### config.mk
export PLATFORM = sky130hd
export DESIGN_NAME = mem_read_arbiter_flat
export DESIGN_NICKNAME = d
export VERILOG_FILES = /design/src/rtl/mem_arb_pkg.sv /design/src/rtl/mem_read_arbiter_if.sv /design/src/rtl/rr_picker.sv /design/src/rtl/mem_read_arbiter.sv /design/src/flat_wrapper.sv
export SDC_FILE = /design/constraint.sdc
export NUM_CORES = 1
export LEC_CHECK = 0
export CORE_AREA = 2 2 92 94
export CTS_CLUSTER_SIZE = 12
export DETAILED_ROUTE_END_ITERATION = 10
export DIE_AREA = 0 0 94 96
export GPL_ROUTABILITY_DRIVEN = 0
export MAX_ROUTING_LAYER = met4
export PLACE_DENSITY = 0.74
export SLEW_MARGIN = 0
export SYNTH_ARGS = -nofsm -noshare
export SYNTH_HDL_FRONTEND = slang
export SYNTH_SLANG_ARGS = --single-unit
### constraint.sdc
create_clock -name clk -period 1.9 [get_ports clk]
set_clock_uncertainty 0.15 [all_clocks]
set_input_delay 0.38 -clock clk [delete_from_list [all_inputs] [get_ports clk]]
set_output_delay 0.38 -clock clk [all_outputs]
set_load 0.02 [all_outputs]
### src/rtl/mem_arb_pkg.sv
// Shared types and helpers for the memory read arbiter.
//   arb_state_t    : arbiter FSM states
//   onehot_to_idx  : converts a one-hot (or zero) vector to a binary index
package mem_arb_pkg;

  // Upper bound on requester count accepted by onehot_to_idx.
  localparam int unsigned MAX_REQ = 32;

  typedef enum logic [1:0] {
    IDLE,
    ISSUE,
    WAIT_DATA
  } arb_state_t;

  // OR-reduction of set bit positions; exact for one-hot input, 0 for all-zero input.
  function automatic int unsigned onehot_to_idx(input logic [MAX_REQ-1:0] onehot);
    int unsigned idx;
    idx = 0;
    for (int unsigned i = 0; i < MAX_REQ; i++) begin
      if (onehot[i]) idx = idx | i;
    end
    return idx;
  endfunction

endpackage

### src/rtl/mem_read_arbiter_if.sv
// Bus bundle between NUM_REQ read requesters, the arbiter and the memory wrapper.
//   req_*  : per-requester memory-style read ports (address slice i = requester i)
//   mem_*  : single shared port toward the memory wrapper
// Modports:
//   slave  : the arbiter's view (requesters drive it, it drives the memory)
//   master : the environment's view (requesters plus memory wrapper)
interface mem_read_arbiter_if #(
  parameter int unsigned NUM_REQ    = 2,
  parameter int unsigned ADDR_WIDTH = 32,
  parameter int unsigned DATA_WIDTH = 64
);

  logic [NUM_REQ*ADDR_WIDTH-1:0] req_address;
  logic [NUM_REQ-1:0]            req_read;
  logic [NUM_REQ-1:0]            req_waitrequest;
  logic [DATA_WIDTH-1:0]         req_readdata;
  logic [NUM_REQ-1:0]            req_readdatavalid;

  logic [ADDR_WIDTH-1:0]         mem_address;
  logic                          mem_read;
  logic [DATA_WIDTH-1:0]         mem_readdata;
  logic                          mem_readdatavalid;
  logic                          mem_waitrequest;

  modport slave (
    input  req_address, req_read, mem_readdata, mem_readdatavalid, mem_waitrequest,
    output req_waitrequest, req_readdata, req_readdatavalid, mem_address, mem_read
  );

  modport master (
    output req_address, req_read, mem_readdata, mem_readdatavalid, mem_waitrequest,
    input  req_waitrequest, req_readdata, req_readdatavalid, mem_address, mem_read
  );

endinterface

### src/rtl/rr_picker.sv
// Combinational round-robin picker.
//   req        : request vector
//   last_grant : index of the previous winner; search starts at last_grant+1
//   winner     : one-hot winner (zero when no request)
//   valid      : at least one request present
module rr_picker #(
  parameter int unsigned NUM_REQ = 2,
  localparam int unsigned IDX_WIDTH = $clog2(NUM_REQ)
) (
  input  logic [NUM_REQ-1:0]   req,
  input  logic [IDX_WIDTH-1:0] last_grant,
  output logic [NUM_REQ-1:0]   winner,
  output logic                 valid
);

  logic [2*NUM_REQ-1:0] req_dbl;
  logic [2*NUM_REQ-1:0] mask;

  // Duplicating the request vector turns the wrap-around search into a plain
  // priority search over the window (last_grant, last_grant+NUM_REQ].
  always_comb begin
    req_dbl = {req, req};
    for (int i = 0; i < 2 * NUM_REQ; i++) begin
      mask[i] = (i > int'(last_grant)) && (i <= int'(last_grant) + int'(NUM_REQ));
    end
    winner = '0;
    valid  = 1'b0;
    for (int i = 0; i < 2 * NUM_REQ; i++) begin
      if (!valid && mask[i] && req_dbl[i]) begin
        valid = 1'b1;
        winner[i % NUM_REQ] = 1'b1;
      end
    end
  end

endmodule

### src/rtl/mem_read_arbiter.sv
// Round-robin arbiter sharing one read-only memory wrapper port between NUM_REQ
// requesters, one outstanding read at a time.
//   clk, rst_n  : clock, asynchronous active-low reset
//   bus         : requester and memory ports (mem_read_arbiter_if.slave)
//   grant       : one-hot current owner, zero while idle
//   stray_valid : sticky flag, memory returned data while no read was outstanding
module mem_read_arbiter
  import mem_arb_pkg::*;
#(
  parameter int unsigned NUM_REQ    = 2,
  parameter int unsigned ADDR_WIDTH = 32,
  parameter int unsigned DATA_WIDTH = 64
) (
  input  logic               clk,
  input  logic               rst_n,
  mem_read_arbiter_if.slave  bus,
  output logic [NUM_REQ-1:0] grant,
  output logic               stray_valid
);

  localparam int unsigned IDX_WIDTH = $clog2(NUM_REQ);

  arb_state_t             state_q, state_d;
  logic [NUM_REQ-1:0]     grant_q, grant_d;
  logic [IDX_WIDTH-1:0]   last_grant_q, last_grant_d;
  logic                   stray_q, stray_d;

  logic [NUM_REQ-1:0]     pick_winner;
  logic                   pick_valid;
  logic [IDX_WIDTH-1:0]   grant_idx;

  logic [NUM_REQ-1:0]     waitreq;
  logic [NUM_REQ-1:0]     rdvalid;
  logic                   mem_rd;
  logic [ADDR_WIDTH-1:0]  mem_addr;

  rr_picker #(
    .NUM_REQ (NUM_REQ)
  ) u_picker (
    .req        (bus.req_read),
    .last_grant (last_grant_q),
    .winner     (pick_winner),
    .valid      (pick_valid)
  );

  assign grant_idx = IDX_WIDTH'(onehot_to_idx(MAX_REQ'(grant_q)));
  assign mem_addr  = bus.req_address[grant_idx*ADDR_WIDTH +: ADDR_WIDTH];

  always_comb begin
    state_d      = state_q;
    grant_d      = grant_q;
    last_grant_d = last_grant_q;
    stray_d      = stray_q;
    waitreq      = '1;
    rdvalid      = '0;
    mem_rd       = 1'b0;
    unique case (state_q)
      IDLE: begin
        if (bus.mem_readdatavalid) stray_d = 1'b1;
        if (pick_valid) begin
          grant_d = pick_winner;
          state_d = ISSUE;
        end
      end
      ISSUE: begin
        if (bus.mem_readdatavalid) stray_d = 1'b1;
        mem_rd             = bus.req_read[grant_idx];
        waitreq[grant_idx] = bus.mem_waitrequest;
        if (!bus.req_read[grant_idx]) begin
          // Requester withdrew before acceptance: abandon without touching fairness.
          grant_d = '0;
          state_d = IDLE;
        end else if (!bus.mem_waitrequest) begin
          state_d = WAIT_DATA;
        end
      end
      WAIT_DATA: begin
        rdvalid[grant_idx] = bus.mem_readdatavalid;
        if (bus.mem_readdatavalid) begin
          last_grant_d = grant_idx;
          grant_d      = '0;
          state_d      = IDLE;
        end
      end
      default: begin
        state_d = IDLE;
        grant_d = '0;
      end
    endcase
  end

  always_ff @(posedge clk or negedge rst_n) begin
    if (!rst_n) begin
      state_q      <= IDLE;
      grant_q      <= '0;
      last_grant_q <= IDX_WIDTH'(NUM_REQ - 1);
      stray_q      <= 1'b0;
    end else begin
      state_q      <= state_d;
      grant_q      <= grant_d;
      last_grant_q <= last_grant_d;
      stray_q      <= stray_d;
    end
  end

  assign bus.mem_address       = mem_addr;
  assign bus.mem_read          = mem_rd;
  assign bus.req_waitrequest   = waitreq;
  assign bus.req_readdatavalid = rdvalid;
  assign bus.req_readdata      = bus.mem_readdata;
  assign grant                 = grant_q;
  assign stray_valid           = stray_q;

endmodule

### src/flat_wrapper.sv
// flat-port wrapper written by rule: the top's interface ports become plain ports
module mem_read_arbiter_flat import mem_arb_pkg::*;
#(
  parameter int unsigned NUM_REQ    = 2,
  parameter int unsigned ADDR_WIDTH = 32,
  parameter int unsigned DATA_WIDTH = 64
)
  (clk, rst_n, grant, stray_valid, bus_req_address, bus_req_read, bus_mem_readdata, bus_mem_readdatavalid, bus_mem_waitrequest, bus_req_waitrequest, bus_req_readdata, bus_req_readdatavalid, bus_mem_address, bus_mem_read);
  mem_read_arbiter_if #(.NUM_REQ(NUM_REQ), .ADDR_WIDTH(ADDR_WIDTH), .DATA_WIDTH(DATA_WIDTH)) bus_i ();
  input  logic clk;
  input  logic rst_n;
  output logic [NUM_REQ-1:0] grant;
  output logic stray_valid;
  input wire logic [$bits(bus_i.req_address)-1:0] bus_req_address;
  input wire logic [$bits(bus_i.req_read)-1:0] bus_req_read;
  input wire logic [$bits(bus_i.mem_readdata)-1:0] bus_mem_readdata;
  input wire logic [$bits(bus_i.mem_readdatavalid)-1:0] bus_mem_readdatavalid;
  input wire logic [$bits(bus_i.mem_waitrequest)-1:0] bus_mem_waitrequest;
  output wire logic [$bits(bus_i.req_waitrequest)-1:0] bus_req_waitrequest;
  output wire logic [$bits(bus_i.req_readdata)-1:0] bus_req_readdata;
  output wire logic [$bits(bus_i.req_readdatavalid)-1:0] bus_req_readdatavalid;
  output wire logic [$bits(bus_i.mem_address)-1:0] bus_mem_address;
  output wire logic [$bits(bus_i.mem_read)-1:0] bus_mem_read;
  assign bus_i.req_address = bus_req_address;
  assign bus_i.req_read = bus_req_read;
  assign bus_i.mem_readdata = bus_mem_readdata;
  assign bus_i.mem_readdatavalid = bus_mem_readdatavalid;
  assign bus_i.mem_waitrequest = bus_mem_waitrequest;
  assign bus_req_waitrequest = bus_i.req_waitrequest;
  assign bus_req_readdata = bus_i.req_readdata;
  assign bus_req_readdatavalid = bus_i.req_readdatavalid;
  assign bus_mem_address = bus_i.mem_address;
  assign bus_mem_read = bus_i.mem_read;
  mem_read_arbiter #(.NUM_REQ(NUM_REQ), .ADDR_WIDTH(ADDR_WIDTH), .DATA_WIDTH(DATA_WIDTH)) u_core (.clk(clk), .rst_n(rst_n), .bus(bus_i), .grant(grant), .stray_valid(stray_valid));
endmodule
[After elaboration in Yosys (flattened, before gate mapping)]
Index checks and enable logic that the tools add are counted.
Operators by class
  $lt $le $gt $ge: 6
  muxes and demuxes: 21
  eq/ne operators: 6
  bitwise gates (word level): 3
  reduce and logical (&&, ||, !) cells: 15
  shifts and indexed selects: 1
  add/subtract/negate cells: 1
Operator list (number)
  64-bit by 7-bit variable part select with 32-bit output: 1
  2-bit by 32-bit <= comparator with 1-bit output, first input constant: 1
  3-bit by 32-bit <= comparator with 1-bit output, first input constant: 1
  2-bit two-way mux: 8
  2-bit case mux with 3 select lines: 2
  1-bit two-way mux: 10
  1-bit logical AND: 7
  3-bit AND reduction: 2
  2-bit inequality test, second input constant: 2
  2-bit AND reduction: 2
  1-bit by 2-bit adder with 3-bit output, second input constant: 1
  2-bit by 3-bit <= comparator with 1-bit output, first input constant: 1
  3-bit inequality test, second input constant: 1
  2-bit bitwise AND: 1
  2-bit by 1-bit equality test with 1-bit output, second input constant: 1
  2-bit equality test, second input constant: 1
  1-bit logical NOT: 2
  2-bit logical NOT: 1
  1-bit by 2-bit < comparator with 1-bit output, second input constant: 1
  2-bit by 1-bit inequality test with 1-bit output, second input constant: 1
  2-bit inverter: 1
  2-bit bitwise OR: 1
  2-bit OR reduction: 1
  1-bit demux with 1-bit select: 1
  other kinds (2): 2
Storage, ports and cells
  output and inout bits: 104
  word-level logic and storage cells: 57
  bits in registers: 6

[Depth between registers and ports, before layout]
  depth after elaboration: 15
  gate-level depth with buffers: 4
  depth with buffers taken out: 4

[By module]
A second synthesis with hierarchy kept.
Second synthesis, totals
  cells, all modules: 140
  area, all modules: 1317.5 µm²
By module, submodules not included
  mem_read_arbiter: cells an instance 136, area each 1292.5 µm², instances 1
  rr_picker: cells an instance 4, area each 25.0 µm², instances 1

[Worst setup path before layout]
No wires, ideal clock.
  path type: reg-to-output
  start point: reg u_core.grant_q[1], in the netlist u_core.grant[1]
  end point: out bus_mem_address[15]
  arrival time: 1.165 ns
  slack: 0.205 ns
  stages on the path, launching flop included: 4
  path through: dfrtp_1 -> buf_2 -> buf_2 -> mux2_2
Between the ends
  cells in the longest elaborated chain, start to end: 2
Ends and longest elaborated chain
  start, declared: line mem_read_arbiter.sv:24  | logic [NUM_REQ-1:0] grant_q, grant_d;
  start signal, assigned: line mem_read_arbiter.sv:100  | grant_q <= grant_d;
  1-bit two-way mux: line mem_arb_pkg.sv:20  | if (onehot[i]) idx = idx | i;
  64-bit by 7-bit variable part select with 32-bit output: line mem_read_arbiter.sv:47  | assign mem_addr = bus.req_address[grant_idx*ADDR_WIDTH +: ADDR_WIDTH];
  end, declared: line flat_wrapper.sv:22  | output wire logic [$bits(bus_i.mem_address)-1:0] bus_mem_address;
Every way passes these cells.

[Final worst setup path]
  start point: reg u_core.grant_q[1], in the netlist u_core.grant[1]
  end point: out bus_mem_address[7]
Same word-level chain as after synthesis.

==> metrics <==
DRC=0; peak supply drop=483.6 uV; Post-synth top cells=buf_4 (67), mux2_2 (32), nor2_1 (6), dfrtp_1 (5), nand2_1 (4); CP Capture Type=output pin; clk_lat worst skew=220 ps; Avg Cell Area, Syn=8.824 um^2; Min Hold Slack=265.0 ps; Crit-path slowest cell=dfrtp_2; DIE AREA=9024 um^2; Nets=326; Worst-path clk slew=40 ps; final worst slack=-78.68 ps; P per Cell Area=1074 nW/um^2; R2R cell count=6; final setup violation count=17; GRT Total Usage=8.006%; Period minus WS final=1979 ps; Fin. Hold Viols=0; DR pass1 iterations=4; combinational power share=80.4%; Seq pwr share=10.6%; ANT nets after route=0; Net Sw Frac=40.05%; yosys warns=0; CTS Buf Count=3; Placement Setup Slack=-389.8 ps; Max FO, Critical Path=7; Yosys top cell by area=buf_4; Ant. Diodes=0; IO Pins=238; most frequent cell after synthesis=buf_4; dpl cell area=1971 um^2; total number of vias=1,069; Worst-Margin Slew=314.8 ps; ys async rst share=100.0%; number of global-route vias before repair=1,023; top achievable clock speed=505.4 MHz; Worst EP required=1370 ps; Crit. Startpoint=u_core.grant[1]; WL/cell=13.91 um; Avg Vias per Cell=3.611; max-slew violations=0; Synthesized Nets=267; number of max-cap violations=0; number of synthesized flops with an enable pin=0; clock power share=9.0%; Int Pwr=0.001352 W; Hold Buf Count CTS=0; CTS tree=done; Core ar.=8051 um^2; IO buf count=109; crit-path max cell delay=470 ps; Initial Util=14.58%; Slew HR=78.95%; Placed Cells=288; RR Endpoint=u_core.grant[1]; Rows=33; CTS max path bufs=2; DRT iter0 DRCs=35; initial antenna violation count=0; Hold WC Path Type=input port to async pin; worst-path cell chain=buf_12 > buf_16 > mux2_4 > buf_6; Routed WL=4.118 mm; total grt overflow=0; fin crit share=104.1%; fraction of layout cells with a size suffix above 1=47.64%; failing checks=setup timing; startpoint types=flip-flop; detailed placement HPWL=3.074 mm; reg2reg setup slack=70 ps; top post-synthesis cells by area=buf_4 (43%), mux2_2 (31%), dfrtp_1 (11%); post-synth top area share=42.86%; die extent in y=96 um; Sink Count=6; Root Driver=clkbuf_8; Post-Syn Instances=133; status=finished, violations left; Static Leak=0.8959 nW; largest net degree at the start of global routing=10; final cell count without fillers=296; Psw=0.0009032 W; mapped cell area=1174 um^2; H-tree levels=1; first-pass GRT wire length=5.402 mm; die width=94 um; synthesized flop and latch total=6; Layout area overhead=78.89%; RSZ-0062 raised after global routing=yes; Worst Path Arrival=1450 ps; Synth Flop Type=dfrtp_1; Synth cell types=19; WS Path Type=flip-flop to output pin; worst r2r src=u_core.grant[1]; sequential element share of the synthesized area=12.90%; Final Cell Area=2100 um^2
-- flip-flops by register name (all words and copies together), names as in the netlist --
register	cells
u_core.grant	2
u_core.state_q	2
u_core.last_grant_q	1
u_core.stray_valid	1
-- cell type report --
cell class	instances	area [um^2]
Timing Repair Buffer	123	1201
Fill cell	881	5952
Tap cell	105	131.4
Clock buffer	4	45.04
Multi-Input combinational cell	56	561.8
Inverter	2	7.507
Sequential cell	6	152.6
-- power groups by stage --
stage	registers [W]	clock network [W]	logic [W]
after floorplan	0.000228	0	0.00103
after global placement	0.000226	0	0.00159
after detailed placement	0.000225	0	0.00160
after CTS	0.000236	0.000214	0.00183
after global routing	0.000252	0.000222	0.00194
final	0.000240	0.000203	0.00181
-- metal layers --
| metal | vias up | routed length [um] | track usage, % |
|---|---|---|---|
| met1 | 509 | 1629 | 9.515 |
| met3 | 14 | 391 | 2.193 |
| li1 | 497 | - | - |
| met5 | - | 0 | - |
| met4 | 0 | 46 | 2.536 |
| met2 | 49 | 2050 | 13.21 |
-- kinds of logic after synthesis --
family	share of synthesized area, %
buf+inv	44.35
mux	31.56
simple gates	6.290
compound gates	4.904
flops	12.90
-- placed cells by master (no fill, tap or decap) --
cell type,n
buf_4,14
nand2_1,4
mux2_4,13
nor2_2,1
and3_1,1
dlygate4sd2_1,1
nand2b_1,2
mux2_2,19
mux2i_2,1
dfstp_2,1
clkdlybuf4s50_1,71
buf_12,1
dfrtp_1,4
o21ai_0,1
a221o_1,1
a32o_1,2
clkbuf_8,3
nor2_1,5
and2_1,1
buf_2,13
o31ai_1,1
inv_1,2
dfrtp_2,1
clkbuf_1,1
a21o_1,2
buf_6,21
nor3_1,1
or3_4,1
buf_16,2
-- worst max-delay path, delay by kind of cell, from the launching register on --
family / cells / cell delay (ps)
DFF: 1 / 470
buffers and inverters: 3 / 430
muxes: 1 / 310
-- worst max-delay path by stage --
stage,to,slack (ps),cells past startpoint
6_report,bus_mem_address[7],-80,4
5_1_grt,bus_mem_address[7],-120,4
4_1_cts,bus_mem_address[3],-200,4
3_5_place_dp,bus_req_readdatavalid[1],-390,3
3_3_place_gp,bus_req_readdatavalid[1],-380,3
2_1_floorplan,bus_mem_address[15],200,3
-- through the flow --
step / total power [W] / utilization (%) / TNS (ps)
final: 0.002255 / 26.08 / -830.5
after global routing: 0.002410 / 26.08 / -2390
after CTS: 0.002283 / 25.66 / -2888
after detailed placement: 0.001829 / 24.48 / -8674
after global placement: 0.001818 / 24.48 / -8406
after floorplan: 0.001255 / - / 0
-- repair_timing --
action | 4_1_cts | 5_1_grt
endpoints found under the hold margin | 0 | 0
buffers inserted | 4 | 0
resized for setup | 178 | 38
cloned | 3 | 0
endpoints found under the setup margin | 38 | 36
Power figures use the tool's default switching activity.
